[config.mk]
export PLATFORM = sky130hd
export DESIGN_NAME = ex_wb_stage
export DESIGN_NICKNAME = d
export VERILOG_FILES = /design/src/rtl/rnbip_pkg.sv /design/src/rtl/flag_reg.sv /design/src/rtl/ex_wb_stage.sv
export SDC_FILE = /design/constraint.sdc
export NUM_CORES = 1
export LEC_CHECK = 0
export CORE_UTILIZATION = 50
export CTS_BUF_LIST = sky130_fd_sc_hd__clkbuf_16
export DETAILED_ROUTE_END_ITERATION = 7
export DONT_BUFFER_PORTS = 1
export MAX_ROUTING_LAYER = met4
export PLACE_DENSITY = 0.72
export SETUP_SLACK_MARGIN = 0.02
export SYNTH_ARGS = -nofsm -noshare
export SYNTH_HDL_FRONTEND = slang
export SYNTH_SLANG_ARGS = --single-unit
[constraint.sdc]
create_clock -name clk -period 2.5 [get_ports clk]
set_input_delay 0.625 -clock clk [delete_from_list [all_inputs] [get_ports clk]]
set_output_delay 0.625 -clock clk [all_outputs]
set_load 0.01 [all_outputs]
[src/rtl/rnbip_pkg.sv]
// Shared definitions for the RNBIP datapath: widths, flag bit positions,
// the writeback register payload and the masked flag-merge helper.
package rnbip_pkg;

    // Datapath and register-file geometry
    localparam int unsigned DATA_W    = 8;
    localparam int unsigned REG_IDX_W = 3;
    localparam int unsigned FLAG_W    = 4;

    // Flag bit positions inside the {OddParity, Positive, Cout, Zero} array
    localparam int unsigned FLG_Z  = 0;
    localparam int unsigned FLG_C  = 1;
    localparam int unsigned FLG_P  = 2;
    localparam int unsigned FLG_OP = 3;

    // Payload held in the writeback register alongside its valid bit
    typedef struct packed {
        logic                 wr_en;
        logic [REG_IDX_W-1:0] rd;
        logic [DATA_W-1:0]    data;
    } wb_entry_t;

    // Per-bit select: enabled bits take the new value, the rest keep the old one
    function automatic logic [FLAG_W-1:0] flag_merge(
        input logic [FLAG_W-1:0] old_flags,
        input logic [FLAG_W-1:0] new_flags,
        input logic [FLAG_W-1:0] we
    );
        return (old_flags & ~we) | (new_flags & we);
    endfunction

endpackage

[src/rtl/flag_reg.sv]
// Architectural flag register with per-bit write enables and hold.
// Only updates when upd_i is high; synchronous active-high reset clears it.
module flag_reg
    import rnbip_pkg::*;
(
    input  logic              clk,
    input  logic              reset,
    input  logic              upd_i,
    input  logic [FLAG_W-1:0] we_i,
    input  logic [FLAG_W-1:0] flags_i,
    output logic [FLAG_W-1:0] flags_o
);

    logic [FLAG_W-1:0] flags_d;
    logic [FLAG_W-1:0] flags_q;

    // Next state: merge enabled bits only on an update, otherwise hold
    always_comb begin
        flags_d = flags_q;
        if (upd_i) begin
            flags_d = flag_merge(flags_q, flags_i, we_i);
        end
    end

    // Flag state register
    always_ff @(posedge clk) begin
        if (reset) begin
            flags_q <= '0;
        end else begin
            flags_q <= flags_d;
        end
    end

    assign flags_o = flags_q;

endmodule

[src/rtl/ex_wb_stage.sv]
// Execute-to-writeback stage: registers the ALU result, drives the register
// file write port, owns the flag register and counts retired instructions.
// Optional feature macro: EX_WB_FWD_EN enables result forwarding from the WB
// register; when undefined the fwd_* ports are tied to zero.
module ex_wb_stage
    import rnbip_pkg::*;
#(
    parameter int unsigned RET_W = 16
) (
    input  logic                 clk,
    input  logic                 reset,
    input  logic                 ex_valid,
    input  logic [REG_IDX_W-1:0] ex_rd,
    input  logic                 ex_wr_en,
    input  logic [FLAG_W-1:0]    ex_flag_we,
    input  logic [DATA_W-1:0]    alu_out,
    input  logic [FLAG_W-1:0]    alu_flags,
    input  logic                 stall,
    input  logic                 flush,
    output logic                 rf_we,
    output logic [REG_IDX_W-1:0] rf_waddr,
    output logic [DATA_W-1:0]    rf_wdata,
    output logic [FLAG_W-1:0]    flags_q,
    output logic                 cin_out,
    output logic                 fwd_valid,
    output logic [REG_IDX_W-1:0] fwd_rd,
    output logic [DATA_W-1:0]    fwd_data,
    output logic [RET_W-1:0]     retired
);

    logic            cap;
    logic            wb_valid_d;
    logic            wb_valid_q;
    wb_entry_t       wb_d;
    wb_entry_t       wb_q;
    logic [RET_W-1:0] retired_d;
    logic [RET_W-1:0] retired_q;

    // A flushed or stalled slot never reaches writeback
    assign cap = ex_valid & ~stall & ~flush;

    // WB register next state: load on capture, drop on bubble/flush, hold on stall.
    // Payload is left untouched when not capturing so ALU X never enters it.
    always_comb begin
        wb_valid_d = wb_valid_q;
        wb_d       = wb_q;
        if (cap) begin
            wb_valid_d = 1'b1;
            wb_d.wr_en = ex_wr_en;
            wb_d.rd    = ex_rd;
            wb_d.data  = alu_out;
        end else if (flush || !stall) begin
            wb_valid_d = 1'b0;
        end
    end

    // WB register state
    always_ff @(posedge clk) begin
        if (reset) begin
            wb_valid_q <= 1'b0;
            wb_q       <= '0;
        end else begin
            wb_valid_q <= wb_valid_d;
            wb_q       <= wb_d;
        end
    end

    // Retired counter next state: wraps silently
    always_comb begin
        retired_d = retired_q;
        if (cap) begin
            retired_d = retired_q + RET_W'(1);
        end
    end

    // Retired counter state
    always_ff @(posedge clk) begin
        if (reset) begin
            retired_q <= '0;
        end else begin
            retired_q <= retired_d;
        end
    end

    flag_reg u_flag_reg (
        .clk     (clk),
        .reset   (reset),
        .upd_i   (cap),
        .we_i    (ex_flag_we),
        .flags_i (alu_flags),
        .flags_o (flags_q)
    );

    // Committed carry feeds the next ALU op directly, so ADC chains need no bubble
    assign cin_out = flags_q[FLG_C];

    // A held instruction only writes once the stall releases
    assign rf_we    = wb_valid_q & wb_q.wr_en & ~stall;
    assign rf_waddr = wb_q.rd;
    assign rf_wdata = wb_q.data;
    assign retired  = retired_q;

`ifdef EX_WB_FWD_EN
    assign fwd_valid = wb_valid_q & wb_q.wr_en;
    assign fwd_rd    = wb_q.rd;
    assign fwd_data  = wb_q.data;
`else
    // Without forwarding the hazard unit must stall an extra cycle on RAW
    assign fwd_valid = 1'b0;
    assign fwd_rd    = '0;
    assign fwd_data  = '0;
`endif

endmodule
==> out/results.ini <==
[clocking]
cts_buffer_depth=2
hold_buffers=0
post_cts_buffers=0
clockRootBuffer=clkbuf_16
cts_max_level=2
clock-sinks=33
clk_pin_slew_ns=0.05
numCtsBuffers=5
cts_resized=0
tritoncts=built
clk_latency_ns=0.27

[placement]
io_buffers=0
dp_slack_ns=0.446
dp_hpwl_um=2210
gp_congestion=0.739

[logic_synthesis]
synth_edf_count=0
synth_top_cell_area_share_pct=42.4
synth.distinct_cells=27
ys_async_sr_fraction_pct=0
synth.most_common_cell=nand2_1
synthTopCellsByCount=nand2_1, dfxtp_1, buf_4
yosysWarningCount=0
synthCells=189
syn_area_um2=1560
synthTopCellsByArea=dfxtp_1, buf_4, nand2_1
synth_flop_cell=dfxtp_1
synth-seq-cells=33
syn_avg_cell_area_um2=8.24
synth_seq_area_share_pct=42.4
yosysTopAreaCell=dfxtp_1

[setup_path]
path_depth=4
crit_buf_inv=0
reg2regPathDepth=6
slowest_delay_ns=0.44
worstPathRequired_ns=2.66
start_kind=input port
critPathKind=in2reg
critical_path.slowest_cell=or3b_1
worstReg2RegStart=retired[0]
critPathMaxFanout=5
crit_chain=or3b_1 -> nor4_4 -> and3_1 -> mux2_1
path_delay_family=simple AND/OR/NAND/NOR gates
crit_arrival_ns=1.94
cp-end-kind=flip-flop
r2r-end=retired[12]
regToRegSetupSlack_ns=0.74

[floorplan]
floorplan.die_area_um2=3340
die_y_um=57.8
initial_utilization_pct=54.6
fp.dieW_um=57.8
ios=70
fp.coreArea_um2=2850
num_rows=19

[global_route]
antenna_found_initial=0
grtUsageMet3_pct=9.38
grt.met1_usage_pct=20.3
overflow=0
top_usage_layer=met2
met2_usage_pct=32.7
track_usage_pct=20.0
grt_pass1_vias=1063
grt_max_degree=37
grt_first_pass_wirelength_um=4740

[power_and_ir_drop]
power.total_w=0.00125
powerDensity_nw_per_um2=779
p_leak_nw=0.614
peakVddDrop_v=0.000398

[detailed_routing]
ant_nets=0
drtPass1Iterations=8
drtIter0Drc=35
route.vias.total=1162
wire_per_inst_um=14.6
wl_um=3040
drc=4
vias_per_cell=5.59

[timing]
fin_crit_sh_pct=71.2
setup_slack_ns=0.721
rsz0062_at_grt=no
period_needed_ns=1.78
setup_violations=0
setup_tns_ns=0
fin_worst_skew_ns=0.00251
final_hold_viol_count=0
max_clock_freq_mhz=562
final_max_slew_viol_count=0

[finish]
area_delta_synth_final_pct=2.97
insertedDiodeCount=0
drive_gt1_share_pct=6.78
fillers=292
multi_input_area_um2=718
seqCellArea_um2=661
final_nets=202

[min_path]
whs_endpoint=rf_wdata[3]
whs_path_depth=1
hold_class=in2reg
min_from=reset

[run_status]
violations=DRC
status=finished with violations

[flow_run]
maxCapViolations=0

## cell type report
type	instances	area share [%]
Tap cell	31	2.42
Sequential cell	33	41.2
Clock inverter	3	2.34
Multi-Input combinational cell	133	44.8
Clock buffer	5	7.81
Timing Repair Buffer	3	1.41
## through the flow
stage	hold slack (ns)	cells	area [µm²]	util, %
floorplan	0.437	200	1600	-
global placement	0.444	200	1440	50.5
detailed placement	0.450	200	1440	50.5
CTS	0.411	208	1600	56.2
global route	0.405	208	1600	56.2
finish	0.417	208	1600	56.2
## layout by cell type (no fill, tap or decap), drive strengths merged, types with 2 or more instances in the layout
| cell type | Yosys | routed |
|---|---|---|
| buf | 25 | 3 |
| conb | 1 | 12 |
| and2 | 2 | 2 |
| and4 | 2 | 2 |
| nand2 | 36 | 36 |
| nand4 | 7 | 7 |
| a21oi | 18 | 18 |
| xnor2 | 3 | 3 |
| nand3 | 11 | 11 |
| nor2 | 16 | 16 |
| xor2 | 8 | 8 |
| mux2 | 3 | 3 |
| nor2b | 3 | 3 |
| dfxtp | 33 | 33 |
| clkbuf | 9 | 5 |
| and3 | 3 | 3 |
## power by group
group	total [W]	switching, W	internal (W)
combinational	0.0000354	0.0000236	0.0000117
clock	0.000665	0.000204	0.000462
sequential	0.000548	0.0000113	0.000536
total	0.00125	0.000239	0.00101
## layer usage
layer  vias to the layer above  part of all wire (%)
met1                       534                    39
met5                         -                     0
li1                        567                     -
met2                        52                    50
met3                         9                   8.6
met4                         0                   1.9
## logic make-up (layout without fill, tap and decap cells)
| group | after synthesis | after routing | synth area share (%) |
|---|---|---|---|
| AND/OR/NAND/NOR | 86 | 86 | 27.3 |
| buffers and inverters | 34 | 11 | 14.1 |
| flip-flops | 33 | 33 | 42.4 |
| AO/OA/AOI/OAI | 19 | 19 | 6.11 |
| XOR/XNOR | 11 | 11 | 6.19 |
| multiplexers | 4 | 4 | 2.81 |
| adder cells (fa/ha/maj) | 1 | 1 | 0.804 |
| other | 1 | 12 | 0.241 |
## how the worst max path moves through the flow
stage	startpoint	end	slack (ns)
after floorplan	stall	retired[13]	0.47
after global placement	stall	retired[13]	0.50
after detailed placement	stall	retired[13]	0.45
after CTS	stall	retired[13]	0.73
after global routing	retired[0]	retired[12]	0.63
final	stall	retired[13]	0.72
No activity file was read; power rests on OpenSTA's default activity.
